`config.mk`:
```
export PLATFORM = sky130hd
export DESIGN_NAME = minterm_scanner
export DESIGN_NICKNAME = d
export VERILOG_FILES = /design/src/rtl/scan_pkg.sv /design/src/rtl/minterm_fifo.sv /design/src/rtl/minterm_scanner.sv
export SDC_FILE = /design/constraint.sdc
export NUM_CORES = 1
export LEC_CHECK = 0
export CORE_ASPECT_RATIO = 1.4
export CORE_UTILIZATION = 56
export DETAILED_ROUTE_END_ITERATION = 8
export PLACE_DENSITY = 0.88
export REMOVE_ABC_BUFFERS = 1
export SYNTH_ARGS = -nofsm -noshare
export SYNTH_HDL_FRONTEND = slang
export SYNTH_HIERARCHICAL = 1
export SYNTH_SLANG_ARGS = --single-unit
```
`constraint.sdc`:
```
create_clock -name clk -period 3.5 [get_ports clk]
set_input_delay 0.875 -clock clk [delete_from_list [all_inputs] [get_ports clk]]
set_output_delay 0.875 -clock clk [all_outputs]
set_load 0.05 [all_outputs]
```
`src/rtl/scan_pkg.sv`:
```
// Shared types for the minterm scanner: FSM state encoding and vector range helper.
package scan_pkg;

  typedef enum logic [1:0] {
    IDLE   = 2'd0,
    DRIVE  = 2'd1,
    SAMPLE = 2'd2,
    DRAIN  = 2'd3
  } scan_state_e;

  function automatic logic [31:0] max_vector(input int unsigned n_vars);
    return (32'd1 << n_vars) - 32'd1;
  endfunction

endpackage

```
`src/rtl/minterm_fifo.sv`:
```
// Small synchronous FIFO for minterm indices; registered output, no fall-through.
module minterm_fifo #(
  parameter int WIDTH = 10,
  parameter int DEPTH = 4
) (
  input  logic             clk,
  input  logic             rst,
  input  logic             push,
  input  logic [WIDTH-1:0] push_data,
  input  logic             pop,
  output logic [WIDTH-1:0] pop_data,
  output logic             full,
  output logic             empty
);

  localparam int AW = $clog2(DEPTH);

  logic [WIDTH-1:0] r_mem [DEPTH];
  logic [AW:0]      r_wr_ptr;
  logic [AW:0]      r_rd_ptr;
  logic             w_do_push;
  logic             w_do_pop;

  assign empty = (r_wr_ptr == r_rd_ptr);
  assign full  = (r_wr_ptr[AW] != r_rd_ptr[AW]) &&
                 (r_wr_ptr[AW-1:0] == r_rd_ptr[AW-1:0]);

  // A pop in the same cycle frees the slot, so a push on a full FIFO is accepted.
  assign w_do_pop  = pop & ~empty;
  assign w_do_push = push & (~full | w_do_pop);

  assign pop_data = r_mem[r_rd_ptr[AW-1:0]];

  always_ff @(posedge clk) begin
    if (rst) begin
      r_wr_ptr <= '0;
      r_rd_ptr <= '0;
      for (int i = 0; i < DEPTH; i++) r_mem[i] <= '0;
    end else begin
      if (w_do_push) begin
        r_mem[r_wr_ptr[AW-1:0]] <= push_data;
        r_wr_ptr <= r_wr_ptr + 1'b1;
      end
      if (w_do_pop) r_rd_ptr <= r_rd_ptr + 1'b1;
    end
  end

endmodule

```
`src/rtl/minterm_scanner.sv`:
```
// Sweeps all input vectors of an N_VARS-input function and streams the indices where F=1.
//
// state  | meaning
// IDLE   | waiting for start; outputs hold last scan result
// DRIVE  | vector applied, settle counter running
// SAMPLE | F sampled; push on 1, stall while FIFO full
// DRAIN  | sweep finished, waiting for the FIFO to empty
module minterm_scanner
  import scan_pkg::*;
#(
  parameter int N_VARS     = 10,
  parameter int SETTLE     = 1,
  parameter int FIFO_DEPTH = 4
) (
  input  logic              clk,
  input  logic              rst,
  input  logic              start,
  output logic [N_VARS-1:0] x_out,
  input  logic              f_in,
  output logic              m_valid,
  input  logic              m_ready,
  output logic [N_VARS-1:0] m_index,
  output logic              busy,
  output logic              done,
  output logic [N_VARS:0]   on_count
);

  localparam int SW = (SETTLE > 1) ? $clog2(SETTLE) : 1;
  localparam logic [N_VARS-1:0] MAX_VEC = N_VARS'(max_vector(N_VARS));
  localparam logic [SW-1:0] SETTLE_LAST = SW'(SETTLE - 1);

  scan_state_e       r_state;
  logic [N_VARS:0]   r_vec;
  logic [SW-1:0]     r_settle;
  logic [N_VARS:0]   r_on_count;
  logic              r_busy;
  logic              r_done;

  logic              w_full;
  logic              w_empty;
  logic              w_pop;
  logic              w_push;
  logic              w_sample_done;
  logic              w_last;

  assign x_out    = r_vec[N_VARS-1:0];
  assign busy     = r_busy;
  assign done     = r_done;
  assign on_count = r_on_count;
  assign m_valid  = ~w_empty;

  assign w_last        = (r_vec == {1'b0, MAX_VEC});
  assign w_pop         = ~w_empty & m_ready;
  assign w_push        = (r_state == SAMPLE) & f_in & (~w_full | w_pop);
  assign w_sample_done = (r_state == SAMPLE) & (~f_in | ~w_full | w_pop);

  minterm_fifo #(
    .WIDTH (N_VARS),
    .DEPTH (FIFO_DEPTH)
  ) u_fifo (
    .clk       (clk),
    .rst       (rst),
    .push      (w_push),
    .push_data (x_out),
    .pop       (w_pop),
    .pop_data  (m_index),
    .full      (w_full),
    .empty     (w_empty)
  );

  always_ff @(posedge clk) begin
    if (rst) begin
      r_state    <= IDLE;
      r_vec      <= '0;
      r_settle   <= '0;
      r_on_count <= '0;
      r_busy     <= 1'b0;
      r_done     <= 1'b0;
    end else begin
      r_done <= 1'b0;
      case (r_state)
        IDLE: begin
          // A start coinciding with the done pulse is dropped.
          if (start && !r_done) begin
            r_vec      <= '0;
            r_on_count <= '0;
            r_settle   <= '0;
            r_busy     <= 1'b1;
            r_state    <= DRIVE;
          end
        end
        DRIVE: begin
          if (r_settle == SETTLE_LAST) r_state <= SAMPLE;
          else                         r_settle <= r_settle + 1'b1;
        end
        SAMPLE: begin
          if (w_push) r_on_count <= r_on_count + 1'b1;
          if (w_sample_done) begin
            if (w_last) begin
              r_state <= DRAIN;
            end else begin
              r_vec    <= r_vec + 1'b1;
              r_settle <= '0;
              r_state  <= DRIVE;
            end
          end
        end
        DRAIN: begin
          if (w_empty) begin
            r_state <= IDLE;
            r_done  <= 1'b1;
            r_busy  <= 1'b0;
          end
        end
        default: r_state <= IDLE;
      endcase
    end
  end

endmodule
```
==> results by group, run 1 <==
Timing
  • Tcrit/Tclk final: 0.936
  • Minimum clock period after layout: 3280 ps
  • Max-slew violations: 0
  • # setup viols final: 0
  • Unrepaired setup endpoints after global routing: no
  • Clock tree skew after final layout: 6.48 ps
  • Tightest hold margin: 485 ps
  • Accumulated negative setup slack: 0 ps
  • Maximum frequency from static timing analysis: 0.305 GHz
  • Worst-margin pin slew: 597 ps
  • Final hold violation count: 0
  • Worst slew margin relative to its limit: 0.599

Route
  • Residual DRC: 0
  • Average wire length per cell after detail routing: 16.3 µm
  • Total length of routed wires: 7240 µm
  • Number of optimization iterations in the first detailed-route pass: 4
  • Initial detailed-routing violation count: 292
  • Vias per std cell: ~5.9
  • DRT antenna net count: 0
  • Total via count in the routed design: 2608

Pwr
  • Logic pwr share: 0.099
  • Internal: 0.00140 W
  • Fraction of power consumed by sequential logic: 0.515
  • Static Leak: between 1 and 1.5 nW
  • Power density normalized to cell area: 438 nW/µm²
  • Maximum vdd ir drop: a little over 0.3 mV
  • Switching Share: 0.244
  • Net switching power: approximately 0.00045 W
  • Relative contribution of the clock network to total power: 0.386

CTS
  • Postcts setup bufs: 0
  • Max Root-Sink Buffers: 2
  • Resize count post-CTS: 0
  • Cell at the root of the clock tree: sky130_fd_sc_hd__clkbuf_8
  • CTS tree: yes
  • Number of clock buffers inserted by TritonCTS: 9
  • Clock slew seen by the registers of the worst setup and hold paths: 70 ps
  • Clock latency reported for the late side of the worst-skew pair: around 350 ps
  • Number of sinks on the clock net: 74
  • Level count of the clock H-tree: 3
  • Count of hold-fix buffers inserted at cts: 0

Layout
  • Net total in the final layout: about 380
  • Fill count: about 490
  • Share of final-layout standard cells stronger than drive strength 1: 0.124
  • Layout Area Growth over Synthesis: 15.5%
  • Final Instance Area: 4210 µm²
  • Non-Filler Instances: between 400 and 500
  • Antenna Diode Count: 0

Setup path
  • WP data arrival: roughly 2400 ps
  • Kind of critical path: register to output pin
  • Element type at the critical path end: output pin
  • Highest net fanout along the worst path: 5
  • Startpoint kind of the worst setup timing path: register
  • Worst endpoint required time: 2620 ps

Hold path
  • Class of the tightest hold or removal check: register to register

Yosys
  • Count of state elements after synthesis: 74
  • Top cell type's share of synthesized area: 0.329
  • Largest area contributor in the netlist: sky130_fd_sc_hd__edfxtp_1
  • Post-Synth XOR/XNOR Area: 0.0264
  • Synthesized-area fraction occupied by adder cells: 0.0137
  • Fraction of the mapped netlist area in simple logic gates: 0.188
  • Yosys synthesis warning count: 6
  • Top post-synthesis cells by area: sky130_fd_sc_hd__edfxtp_1 (33%), sky130_fd_sc_hd__dfxtp_1 (19%), sky130_fd_sc_hd__mux4_2 (6.2%), sky130_fd_sc_hd__nor3_1 (4.5%), sky130_fd_sc_hd__nor2_1 (3.3%)
  • Asr flop ratio synth: 0
  • Synthesized area divided by synthesized cell count: 10.9 µm²
  • Main combinational cell family by area after synthesis: simple AND/OR/NAND/NOR gates
  • Synthesized cell area: 3650 µm²
  • Multiplexer share of the synthesized area: 0.0912
  • Register area share after synthesis: 0.516
  • Compound-gate portion of the synthesized area: 0.0991
  • Post-synth EDFFs: 40
  • Number of cells produced by synthesis: 336
  • Dominant synthesized flop cell: sky130_fd_sc_hd__edfxtp_1
  • Synth cell types: 50

Die
  • Die Width: approximately 70 µm
  • Area of the die: 6850 µm²
  • Chip height: slightly below 100 µm
  • Io pins: 39
  • Row Count: 34
  • Initial core utilization: 0.584
  • Placeable core region: 6250 µm²

Job
  • Max Cap Violations: 0

Place
  • Cell area after placement: roughly 4000 µm²
  • Total placed cells including tap cells: 427
  • HPWL after detailed placement: 5050 µm
  • Port buffer count: 38
  • RePlAce Congestion: between 0.8 and 0.9

Status
  • Outcome: finished clean

Global routing
  • Global route total overflow: 0
  • First-pass GRT wire length: 12000 µm
  • Maximum number of pins on one net before global-route repair: between 40 and 50
  • Antenna violations before repair: 0
  • Total GRT Usage: 0.223
  • Vias in the first global route: around 2600
stage by stage:
step	setup slack, ps	power [W]	utilization
2_1_floorplan	62.5	0.00109	-
3_3_place_gp	717	0.00114	0.640
3_5_place_dp	656	0.00115	0.640
4_1_cts	251	0.00185	0.674
5_1_grt	76.9	0.00191	0.674
6_report	225	0.00184	0.674
power groups by stage:
stage	registers [W]	clock network, W	logic, W
after floorplan	0.000975	0	0.000112
after global placement	0.000967	0	0.000178
after detailed placement	0.000969	0	0.000182
after CTS	0.000949	0.000721	0.000183
after global routing	0.000952	0.000761	0.000196
final	0.000949	0.000712	0.000183
path summary, 6_finish.rpt:
path | startpoint | end | slack [ps] | cells after the start
setup / recovery | u_fifo/r_rd_ptr[2]$_SDFFE_PP0N_ | m_valid | 220 | 5
hold / removal | busy$_SDFFE_PP0P_ | busy$_SDFFE_PP0P_ | 480 | 2
setup reg to reg | u_fifo/r_rd_ptr[2]$_SDFFE_PP0N_ | u_fifo/r_mem[0][8]$_SDFFCE_PN0P_ | 680 | 8
hold reg to reg | busy$_SDFFE_PP0P_ | busy$_SDFFE_PP0P_ | 480 | 2
routing by layer:
metal  track usage  share of wire  vias to the layer above
li1              -              -                     1263
met1         0.258           0.39                     1260
met2         0.396           0.54                       74
met3        0.0353          0.051                       11
met4         0.103          0.017                        0
met5             0              0                        -
layout by cell type, fill, tap and decap left out, types with 10 or more instances in the layout:
master,instances
sky130_fd_sc_hd__clkdlybuf4s50_1,38
sky130_fd_sc_hd__o21ai_0,12
sky130_fd_sc_hd__edfxtp_1,40
sky130_fd_sc_hd__nand2_1,20
sky130_fd_sc_hd__nor3_1,33
sky130_fd_sc_hd__dfxtp_1,34
sky130_fd_sc_hd__inv_1,17
sky130_fd_sc_hd__mux4_2,10
sky130_fd_sc_hd__nand2b_1,13
sky130_fd_sc_hd__nor2_1,32
final cells by class:
cell class | count | area, µm² | area share
clock inverters | 6 | 82.6 | 0.0196
flip-flops and latches | 74 | 1880 | 0.447
well taps | 72 | 90.1 | 0.0214
multi-input cells | 218 | 1530 | 0.363
inverters | 17 | 63.8 | 0.0151
repair buffers | 46 | 440 | 0.105
clock buffers | 10 | 128 | 0.0303
registers in the layout, summed over array words and instances, names as in the netlist, named ones only:
register / cells
busy: 1
r_vec: 11
u_fifo/r_mem: 40
u_fifo/r_wr_ptr: 3
r_state: 2
u_fifo/r_rd_ptr: 3
done: 1
on_count: 11
cell usage after synthesis, types with 5 or more instances:
| cell type | number |
|---|---|
| sky130_fd_sc_hd__a21oi_1 | 8 |
| sky130_fd_sc_hd__buf_4 | 11 |
| sky130_fd_sc_hd__clkbuf_1 | 8 |
| sky130_fd_sc_hd__dfxtp_1 | 34 |
| sky130_fd_sc_hd__edfxtp_1 | 40 |
| sky130_fd_sc_hd__inv_1 | 17 |
| sky130_fd_sc_hd__mux2_2 | 6 |
| sky130_fd_sc_hd__mux4_2 | 10 |
| sky130_fd_sc_hd__nand2_1 | 20 |
| sky130_fd_sc_hd__nand2b_1 | 13 |
| sky130_fd_sc_hd__nand3_1 | 5 |
| sky130_fd_sc_hd__nor2_1 | 32 |
| sky130_fd_sc_hd__nor2b_1 | 9 |
| sky130_fd_sc_hd__nor3_1 | 33 |
| sky130_fd_sc_hd__o21ai_0 | 12 |
| sky130_fd_sc_hd__or3_1 | 5 |
| sky130_fd_sc_hd__xor2_1 | 8 |
critical path, stage by stage (launching register included):
cell and delay, ps:
sky130_fd_sc_hd__dfxtp_1 350, sky130_fd_sc_hd__xnor2_1 520, sky130_fd_sc_hd__nand3_1 180, sky130_fd_sc_hd__inv_1 190, sky130_fd_sc_hd__inv_1 100, sky130_fd_sc_hd__clkdlybuf4s50_1 710
cells by family (layout without fill, tap and decap cells):
group / count (synthesis) / in the layout
flops: 74 / 74
buf+inv: 44 / 79
simple gates: 135 / 135
fa+ha+maj: 4 / 4
mux: 20 / 20
compound gates: 48 / 48
xor+xnor: 11 / 11
No activity file was read; power rests on OpenSTA's default activity.
==> run 2: changes to the inputs <==
- SKIP_LAST_GASP: not set -> 1
- clock period: 3.5 -> 3.4 ns (I/O delays scaled with it)
==> results by group, run 2 (synthesized netlist as in run 1, its figures left out) <==
Die
  • Die Width: 70.2 µm (unchanged)
  • Placeable core region: 6250 µm² (unchanged)
  • Row Count: 34 (unchanged)
  • Area of the die: 6850 µm² (unchanged)
  • Initial core utilization: 0.584 (unchanged)
  • Io pins: 39 (unchanged)
  • Chip height: 97.5 µm (unchanged)

Global routing
  • Antenna violations before repair: 0 (unchanged)
  • Global route total overflow: 0 (unchanged)
  • First-pass GRT wire length: 11800 µm (was 12000 µm)
  • Maximum number of pins on one net before global-route repair: 42 (unchanged)
  • Total GRT Usage: 0.220 (was 0.223)
  • Vias in the first global route: 2505 (was 2590)

Setup path
  • Worst endpoint required time: 2550 ps (was 2620 ps)
  • Startpoint kind of the worst setup timing path: register (unchanged)
  • Element type at the critical path end: output pin (unchanged)
  • Kind of critical path: register to output pin (unchanged)
  • Highest net fanout along the worst path: 5 (unchanged)
  • WP data arrival: 2370 ps (was 2400 ps)

CTS
  • Level count of the clock H-tree: 3 (unchanged)
  • Max Root-Sink Buffers: 2 (unchanged)
  • Count of hold-fix buffers inserted at cts: 0 (unchanged)
  • CTS tree: yes (unchanged)
  • Number of clock buffers inserted by TritonCTS: 9 (unchanged)
  • Clock slew seen by the registers of the worst setup and hold paths: 80 ps (was 70 ps)
  • Number of sinks on the clock net: 74 (unchanged)
  • Postcts setup bufs: 0 (unchanged)
  • Resize count post-CTS: 0 (unchanged)
  • Cell at the root of the clock tree: sky130_fd_sc_hd__clkbuf_8 (unchanged)
  • Clock latency reported for the late side of the worst-skew pair: 350 ps (about the same)

Place
  • Port buffer count: 38 (unchanged)
  • Pre-CTS setup slack: 587 ps (was 656 ps)
  • HPWL after detailed placement: 4980 µm (was 5050 µm)
  • RePlAce Congestion: 0.885 (unchanged)
  • Cell area after placement: 4000 µm² (unchanged)
  • Total placed cells including tap cells: 427 (unchanged)

Timing
  • Max-slew violations: 0 (unchanged)
  • Tcrit/Tclk final: 0.946
  • Unrepaired setup endpoints after global routing: no (unchanged)
  • Minimum clock period after layout: around 3200 ps
  • Worst slew margin relative to its limit: 0.602 (was 0.599)
  • Crit path setup slack, layout: 184 ps (was 225 ps)
  • Final hold violation count: 0 (unchanged)
  • Worst-margin pin slew: 593 ps (was 597 ps)
  • # setup viols final: 0 (unchanged)
  • Maximum frequency from static timing analysis: 0.311 GHz
  • Clock tree skew after final layout: 4.82 ps (was 6.48 ps)

Pwr
  • Net switching power: 0.000471 W (was 0.000449 W)
  • Relative contribution of the clock network to total power: 0.390 (was 0.386)
  • Power density normalized to cell area: 452 nW/µm² (was 438 nW/µm²)
  • Logic pwr share: 0.098 (was 0.099)
  • Switching Share: 0.247 (was 0.244)
  • Static Leak: 1.42 nW (about the same)
  • Fraction of power consumed by sequential logic: 0.512 (was 0.515)
  • Maximum vdd ir drop: 0.266 mV (was 0.304 mV)
  • Internal: 0.00144 W (was 0.00140 W)

Layout
  • Number of flip-flops under the largest register name: 40 (unchanged)
  • Net total in the final layout: 375 (unchanged)
  • Core utilization of the finished layout: 0.675 (was 0.674)
  • Most frequent cells in the layout: sky130_fd_sc_hd__edfxtp_1 (40), sky130_fd_sc_hd__clkdlybuf4s50_1 (38), sky130_fd_sc_hd__dfxtp_1 (34) (unchanged)
  • Most common cell after layout, fill and taps aside: sky130_fd_sc_hd__edfxtp_1 (unchanged)
  • Final Instance Area: 4220 µm² (was 4210 µm²)
  • Antenna Diode Count: 0 (unchanged)
  • Share of final-layout standard cells stronger than drive strength 1: 0.127 (was 0.124)
  • Largest register by flop count: u_fifo/r_mem (unchanged)
  • Layout Area Growth over Synthesis: 15.6% (was 15.5%)
  • Non-Filler Instances: 443 (unchanged)

Route
  • Total via count in the routed design: 2603 (was 2608)
  • Total length of routed wires: 7010 µm (was 7240 µm)
  • DRT antenna net count: 0 (unchanged)
  • Average wire length per cell after detail routing: 15.8 µm (was 16.3 µm)
  • Residual DRC: 0 (unchanged)
  • Number of optimization iterations in the first detailed-route pass: 4 (unchanged)
  • Vias per std cell: 5.88 (was 5.89)
  • Initial detailed-routing violation count: 185 (was 292)

Status
  • Outcome: finished clean (unchanged)

Job
  • Max Cap Violations: 0 (unchanged)

Hold path
  • Class of the tightest hold or removal check: register to register (unchanged)
[run 2: final timing paths]
kind | from | to | slack (ps) | cells past startpoint
hold reg to reg | busy$_SDFFE_PP0P_ | busy$_SDFFE_PP0P_ | 480 | 2
setup reg to reg | u_fifo/r_rd_ptr[2]$_SDFFE_PP0N_ | u_fifo/r_mem[0][8]$_SDFFCE_PN0P_ | 630 | 8
setup / recovery | u_fifo/r_rd_ptr[2]$_SDFFE_PP0N_ | m_valid | 180 | 5
hold / removal | busy$_SDFFE_PP0P_ | busy$_SDFFE_PP0P_ | 480 | 2
[run 2: power by group through the flow]
stage          sequential, W  clock, W  combinational (W)
6_report            0.000977  0.000745           0.000188
5_1_grt             0.000980  0.000794           0.000201
4_1_cts             0.000977  0.000761           0.000189
3_5_place_dp        0.000997         0           0.000188
3_3_place_gp        0.000995         0           0.000183
2_1_floorplan        0.00100         0           0.000116
[run 2: through the flow]
step / hold slack, ps / TNS, ps / total power [W]
2_1_floorplan: 501 / -1130 / 0.00112
3_3_place_gp: 462 / 0 / 0.00118
3_5_place_dp: 467 / 0 / 0.00119
4_1_cts: 483 / 0 / 0.00193
5_1_grt: 510 / 0 / 0.00197
6_report: 483 / 0 / 0.00191
[run 2: area by class of cell]
type,instances,area (µm²)
Inverter,17,63.8
Clock buffer,9,124
Timing Repair Buffer,46,440
Sequential cell,74,1880
Tap cell,72,90.1
Multi-Input combinational cell,218,1530
Fill cell,479,2030
Clock inverter,7,92.6
[run 2: worst max-delay path, stage by stage, from the launching register on]
cell	delay [ps]
sky130_fd_sc_hd__dfxtp_1	350
sky130_fd_sc_hd__xnor2_1	510
sky130_fd_sc_hd__nand3_1	180
sky130_fd_sc_hd__inv_1	180
sky130_fd_sc_hd__inv_1	90
sky130_fd_sc_hd__clkdlybuf4s50_1	710
[run 2: layer usage]
metal,global-route usage,share of wire
met1,0.258,0.40
met3,0.0529,0.047
met4,0.0769,0.014
met5,0,0
met2,0.386,0.54
==> run 3: changes to the inputs <==
- clock period: 3.4 -> 3.6 ns (I/O delays scaled with it)
==> results by group, run 3 (synthesized netlist as in run 1, its figures left out) <==
Setup path
  • WP data arrival: 2280 ps (was 2370 ps)
  • Highest net fanout along the worst path: 5 (unchanged)
  • Element type at the critical path end: output pin (unchanged)
  • Startpoint kind of the worst setup timing path: register (unchanged)
  • Kind of critical path: register to output pin (unchanged)
  • Worst endpoint required time: 2700 ps (was 2550 ps)

Route
  • Total via count in the routed design: 2568 (was 2603)
  • Average wire length per cell after detail routing: 16.1 µm (was 15.8 µm)
  • Vias per std cell: 5.78 (was 5.88)
  • DRT antenna net count: 0 (unchanged)
  • Residual DRC: 0 (unchanged)
  • Initial detailed-routing violation count: 182 (was 185)
  • Total length of routed wires: 7170 µm (was 7010 µm)
  • Number of optimization iterations in the first detailed-route pass: 4 (unchanged)

CTS
  • Number of clock buffers inserted by TritonCTS: 9 (unchanged)
  • Level count of the clock H-tree: 3 (unchanged)
  • Count of hold-fix buffers inserted at cts: 0 (unchanged)
  • Number of sinks on the clock net: 74 (unchanged)
  • Resize count post-CTS: 0 (unchanged)
  • Cell at the root of the clock tree: sky130_fd_sc_hd__clkbuf_8 (unchanged)
  • Clock slew seen by the registers of the worst setup and hold paths: 80 ps (about the same)
  • CTS tree: yes (unchanged)
  • Clock latency reported for the late side of the worst-skew pair: 350 ps (about the same)
  • Postcts setup bufs: 0 (unchanged)
  • Max Root-Sink Buffers: 2 (unchanged)

Layout
  • Fill count: 479 (unchanged)
  • Antenna Diode Count: 0 (unchanged)
  • Share of final-layout standard cells stronger than drive strength 1: 0.129 (was 0.127)
  • Net total in the final layout: 376 (was 375)
  • Most common cell after layout, fill and taps aside: sky130_fd_sc_hd__edfxtp_1 (unchanged)
  • Non-Filler Instances: 444 (was 443)
  • Number of flip-flops under the largest register name: 40 (unchanged)
  • Most frequent cells in the layout: sky130_fd_sc_hd__edfxtp_1 (40), sky130_fd_sc_hd__clkdlybuf4s50_1 (38), sky130_fd_sc_hd__dfxtp_1 (34) (unchanged)
  • Largest register by flop count: u_fifo/r_mem (unchanged)
  • Layout Area Growth over Synthesis: 15.3% (was 15.6%)

Hold path
  • Class of the tightest hold or removal check: register to register (unchanged)

Place
  • Port buffer count: 38 (unchanged)
  • HPWL after detailed placement: 5170 µm (was 4980 µm)
  • RePlAce Congestion: 0.883 (was 0.885)
  • Total placed cells including tap cells: 428 (was 427)

Global routing
  • Global route total overflow: 0 (unchanged)
  • Maximum number of pins on one net before global-route repair: 29 (was 42)
  • First-pass GRT wire length: 11800 µm (about the same)
  • Total GRT Usage: 0.220 (about the same)
  • Vias in the first global route: 2484 (was 2505)
  • Antenna violations before repair: 0 (unchanged)

Die
  • Die Width: 70.2 µm (unchanged)
  • Chip height: 97.5 µm (unchanged)
  • Area of the die: 6850 µm² (unchanged)
  • Row Count: 34 (unchanged)
  • Placeable core region: 6250 µm² (unchanged)
  • Io pins: 39 (unchanged)
  • Initial core utilization: 0.584 (unchanged)

Pwr
  • Maximum vdd ir drop: 0.229 mV (was 0.266 mV)
  • Static Leak: 1.42 nW (about the same)
  • Power density normalized to cell area: 413 nW/µm² (was 452 nW/µm²)

Timing
  • Unrepaired setup endpoints after global routing: no (unchanged)
  • # setup viols final: 0 (unchanged)
  • Worst-margin pin slew: 577 ps (was 593 ps)
  • Minimum clock period after layout: 3180 ps
  • Clock tree skew after final layout: 9.32 ps (was 4.82 ps)
  • Final hold violation count: 0 (unchanged)
  • Maximum frequency from static timing analysis: roughly 0.31 GHz
  • Max-slew violations: 0 (unchanged)
  • Worst slew margin relative to its limit: 0.614 (was 0.602)
  • Tcrit/Tclk final: 0.883
  • Accumulated negative setup slack: 0 ps (unchanged)

Status
  • Outcome: finished clean (unchanged)

Job
  • Max Cap Violations: 0 (unchanged)
## run 3: report_power, final
| part | switching [W] | internal [W] | total [W] |
|---|---|---|---|
| clock | 0.000301 | 0.000337 | 0.000638 |
| combinational | 0.000114 | 0.0000620 | 0.000176 |
| sequential | 0.0000150 | 0.000908 | 0.000923 |
## run 3: layer usage
metal | up-vias | wire length [µm] | GRT usage
li1 | 1270 | - | -
met1 | 1212 | 3130 | 0.267
met2 | 73 | 3580 | 0.371
met3 | 13 | 293 | 0.0519
met4 | 0 | 168 | 0.0892
met5 | - | 0 | 0
## run 3: per-stage QoR
stage	utilization	hold slack [ps]	area (µm²)	setup slack [ps]	total power, W
2_1_floorplan	-	501	3470	157	0.00106
3_3_place_gp	0.641	463	4010	793	0.00111
3_5_place_dp	0.641	467	4010	702	0.00112
4_1_cts	0.673	478	4210	435	0.00174
5_1_grt	0.673	517	4210	317	0.00180
6_report	0.673	481	4210	420	0.00174
## run 3: critical path, cell delays in order (launching register included)
cell and delay, ps:
sky130_fd_sc_hd__dfxtp_1 350, sky130_fd_sc_hd__xnor2_1 480, sky130_fd_sc_hd__nand3_1 170, sky130_fd_sc_hd__inv_1 160, sky130_fd_sc_hd__inv_1 70, sky130_fd_sc_hd__clkdlybuf4s50_1 700
## run 3: path summary, 6_finish.rpt
path | start | slack (ps) | end | depth (start not counted)
setup reg to reg | u_fifo/r_rd_ptr[2]$_SDFFE_PP0N_ | 910 | u_fifo/r_mem[1][2]$_SDFFCE_PN0P_ | 8
hold reg to reg | busy$_SDFFE_PP0P_ | 480 | busy$_SDFFE_PP0P_ | 2
hold / removal | busy$_SDFFE_PP0P_ | 480 | busy$_SDFFE_PP0P_ | 2
setup / recovery | u_fifo/r_rd_ptr[2]$_SDFFE_PP0N_ | 420 | m_valid | 5
## run 3: area by class of cell
cell class / count / area, µm² / area share
flip-flops and latches: 74 / 1880 / 0.447
inverters: 17 / 63.8 / 0.0152
well taps: 72 / 90.1 / 0.0214
multi-input cells: 218 / 1530 / 0.363
clock inverters: 5 / 53.8 / 0.0128
clock buffers: 11 / 141 / 0.0336
repair buffers: 47 / 448 / 0.106
